==> src/rtl/gate_timing_controller.sv <==
// Gate-time measurement sequencer: clears the event counter, enables it for exactly
// GATE_CYCLES clocks, latches the final count plus a wrap flag, and holds until acknowledged.
module gate_timing_controller #(
  parameter int unsigned GATE_CYCLES = 100000000,
  parameter int unsigned WIDTH       = 32
) (
  input  logic             clk,
  input  logic             reset,
  input  logic             start,
  input  logic             continuous,
  input  logic             abort,
  input  logic             ack,
  input  logic [WIDTH-1:0] cnt_value,
  output logic             cnt_clear,
  output logic             cnt_enable,
  output logic [WIDTH-1:0] result,
  output logic             data_ready,
  output logic             overflow,
  output logic             busy,
  output logic [2:0]       state
);

  localparam int unsigned TW = $clog2(GATE_CYCLES + 1);
  localparam logic [TW-1:0] LAST_TICK = TW'(GATE_CYCLES - 1);

  typedef enum logic [2:0] {
    S_IDLE   = 3'd0,
    S_CLEAR  = 3'd1,
    S_GATE   = 3'd2,
    S_SETTLE = 3'd3,
    S_HOLD   = 3'd4
  } state_t;

  state_t           state_q;
  logic [TW-1:0]    timer_q;
  logic [WIDTH-1:0] prev_q;
  logic [WIDTH-1:0] result_q;
  logic             wflag_q;
  logic             overflow_q;
  logic             wrap_d;

  // The first gate cycle still compares against the pre-clear count, so it is excluded
  // to avoid flagging a previous run that ended at all-ones.
  always_comb begin
    wrap_d = (prev_q == '1) && (cnt_value == '0) &&
             (((state_q == S_GATE) && (timer_q != '0)) || (state_q == S_SETTLE));
  end

  always_ff @(posedge clk) begin
    prev_q <= cnt_value;
    if (!reset) begin
      state_q    <= S_IDLE;
      timer_q    <= '0;
      result_q   <= '0;
      overflow_q <= 1'b0;
      wflag_q    <= 1'b0;
    end else if (abort) begin
      state_q <= S_IDLE;
    end else begin
      if (wrap_d) wflag_q <= 1'b1;
      case (state_q)
        S_IDLE: begin
          if (start || continuous) state_q <= S_CLEAR;
        end
        S_CLEAR: begin
          timer_q <= '0;
          wflag_q <= 1'b0;
          state_q <= S_GATE;
        end
        S_GATE: begin
          timer_q <= timer_q + TW'(1);
          if (timer_q == LAST_TICK) state_q <= S_SETTLE;
        end
        S_SETTLE: begin
          result_q   <= cnt_value;
          overflow_q <= wflag_q | wrap_d;
          state_q    <= S_HOLD;
        end
        S_HOLD: begin
          if (ack) state_q <= continuous ? S_CLEAR : S_IDLE;
        end
        default: state_q <= S_IDLE;
      endcase
    end
  end

  assign cnt_clear  = (state_q == S_CLEAR);
  assign cnt_enable = (state_q == S_GATE);
  assign data_ready = (state_q == S_HOLD);
  assign busy       = (state_q != S_IDLE);
  assign state      = state_q;
  assign result     = result_q;
  assign overflow   = overflow_q;

endmodule

==> config.mk <==
export PLATFORM = sky130hd
export DESIGN_NAME = gate_timing_controller
export DESIGN_NICKNAME = d
export VERILOG_FILES = /design/src/rtl/gate_timing_controller.sv
export SDC_FILE = /design/constraint.sdc
export NUM_CORES = 1
export LEC_CHECK = 0
export ABC_CLOCK_PERIOD_IN_PS = 2300
export CAP_MARGIN = 20
export CORE_MARGIN = 1.5
export CORE_UTILIZATION = 40
export CTS_BUF_LIST = sky130_fd_sc_hd__clkbuf_4 sky130_fd_sc_hd__clkbuf_8 sky130_fd_sc_hd__clkbuf_16
export CTS_CLUSTER_SIZE = 24
export DETAILED_ROUTE_END_ITERATION = 8
export PLACE_DENSITY = 0.69
export REMOVE_ABC_BUFFERS = 1
export SLEW_MARGIN = 25
export SYNTH_ARGS = -nofsm -noshare
export SYNTH_HDL_FRONTEND = slang
export SYNTH_SLANG_ARGS = --single-unit
export TNS_END_PERCENT = 10
==> constraint.sdc <==
create_clock -name clk -period 2.3 [get_ports clk]
set_input_delay 0.345 -clock clk [delete_from_list [all_inputs] [get_ports clk]]
set_output_delay 0.345 -clock clk [all_outputs]
set_load 0.05 [all_outputs]
==> run metrics <==
total grt overflow 0; most frequent cells after synthesis dfxtp_1 (96), nand2_1 (77), a21boi_0 (32), nor2_1 (22), nor4_1 (21); clock-pin slew on the worst setup and hold paths 0.10 ns; Setup-failing EPs final 0; Mapped Cells 397; Placer Congestion 0.821; critical path fanouts, max 12; period utilisation layout 95.3%; crit end category primary output; YS warnings 0; # placed instances 600; Netlist cell types 39; Synth async-reset ratio 0%; RSZ-0062 raised after global routing false; I/O pins 78; most frequent cell after synthesis dfxtp_1; predominant post-synthesis flop cell dfxtp_1; DP Wirelength 6.52 mm; final hold violation count 0; vias per std cell 5.19; CP Data Required Time 1.96 ns; syn avg cell area 9.08 µm²; Worst setup SP type register; CTS tree done; Setup TNS 0 ns; maxcap violations 0; LEAKAGE 1.74 nW; initial antenna violation count 0; ant diodes 0; H-tree lvl count 3; hold_buf cts 0; core footprint 8720 µm²; Post-synth EDFFs 0; drt total wl 9.00 mm; slowest stage delay, CP 0.82 ns; worst vdd ir 341 µV; die extent in x 97.9 µm; clk buf depth 2; register bit total from synthesis 96; clock net sink count 96; layout cells sized above 1 12.8%; Pwr Total 0.00324 W; post-CTS setup buffer count 0; Starting Density 41.3%; max_slew headroom 63.8%; Crit path arrival time 1.85 ns; drt pass-1 iters 4; Worst-Margin Slew 0.542 ns; Max Clock Freq 456 MHz; largest net degree at the start of global routing 34; Detail Route Antenna Nets 0; fin nets 543; clk_skew 0.0114 ns; Worst path top cell family by delay buffers and inverters; WS Path Type reg -> out; initial drt markers 72; Pwr Density 654 nW/µm²; WL/cell 14.6 µm; residual DRC count 0; critical path's slowest cell clkdlybuf4s50_1; Area Overhead vs Synth 37.5%; worst hold path type reg -> reg; number of global-route vias before repair 3077; Final Non-Filler Cells 615; Mapped Area 3600 µm²; Die Y 97.9 µm; post_cts resized 0; Die Area 9590 µm²; Synth area leader dfxtp_1; worst path cell trace buf_4 -> clkdlybuf4s50_1; vias 3193; status finished clean; clock root cell clkbuf_8; Post-DP Area 4720 µm²; GR Util All Layers 18.8%; clk_lat worst skew 0.36 ns; top-area cell type share of the netlist area 53.3%; fin area 4960 µm²; synth top area cells dfxtp_1 (53%), nand2_1 (8.0%), a21boi_0 (6.7%); minimum clock period 2.19 ns; Rows 34; first-pass GRT wire length 14.7 mm; PortBufs 77; Final Max Tran Viols 0; sequential area share after synthesis 53.3%; TritonCTS Buffers 9; number of buffers and inverters on the critical path 2
## cell families after synthesis
kind of cell	Yosys count	share of synthesized area [%]
AO/OA/AOI/OAI	59	11.1
flip-flops	96	53.3
adder cells (fa/ha/maj)	2	0.694
XOR/XNOR	19	4.62
buffers and inverters	29	3.12
AND/OR/NAND/NOR	191	26.9
multiplexers	1	0.278
## per-stage QoR
| step | hold WS (ns) | worst slack, ns | util, % |
|---|---|---|---|
| global route | 0.475 | 0.0322 | 56.8 |
| global placement | 0.437 | -0.178 | 54.1 |
| CTS | 0.463 | 0.101 | 56.8 |
| detailed placement | 0.449 | -0.218 | 54.1 |
| floorplan | 0.373 | -0.770 | - |
| finish | 0.463 | 0.108 | 56.8 |
## worst paths after layout
path	from	to	slack [ns]	cells after the start
max	state[1]	state[1]	0.11	2
min	wflag_q	wflag_q	0.46	2
max reg2reg	timer_q[14]	timer_q[22]	0.16	5
min reg2reg	wflag_q	wflag_q	0.46	2
## cell usage in the layout, fill, tap and decap left out, drive strengths merged, types with 13 or more instances in the layout
cell type	n
clkdlybuf4s50	73
nor4	21
a21boi	32
nor2	23
nand4	14
nand2	77
dfxtp	96
a21oi	13
nand3	13
buf	43
## final cells by class
class	instances	area (µm²)
sequential	96	1920
clock buffer	9	124
clock inverter	6	115
inverter	8	30.0
timing repair buffer	116	1050
tap	108	135
fill	791	3760
multi-input combinational	272	1580
## sequential cells by signal, summed over array words and instances (netlist names)
register / cells
timer_q: 27
overflow: 1
state: 3
prev_q: 32
wflag_q: 1
result: 32
## tightest hold or removal path: stages, from the launching register on
cell	delay [ns]
dfxtp_1	0.33
inv_1	0.05
a21oi_1	0.05
## metal layers
metal / vias to the layer above / global-route usage [%] / wire length [µm] / part of all wire [%]
met5: - / 0 / 0 / 0
met4: 0 / 4.29 / 42 / 0.47
met3: 6 / 4.22 / 417 / 4.6
met2: 82 / 31.1 / 4150 / 46
met1: 1507 / 25.0 / 4390 / 49
li1: 1598 / - / - / -
## power by group
part | leakage [nW] | total (W) | internal (W) | switching (W)
clock network | 0.116 | 0.00132 | 0.000724 | 0.000595
logic | 0.840 | 0.000214 | 0.000113 | 0.000100
registers | 0.786 | 0.00171 | 0.00169 | 0.0000115
No activity file was read; power rests on OpenSTA's default activity.
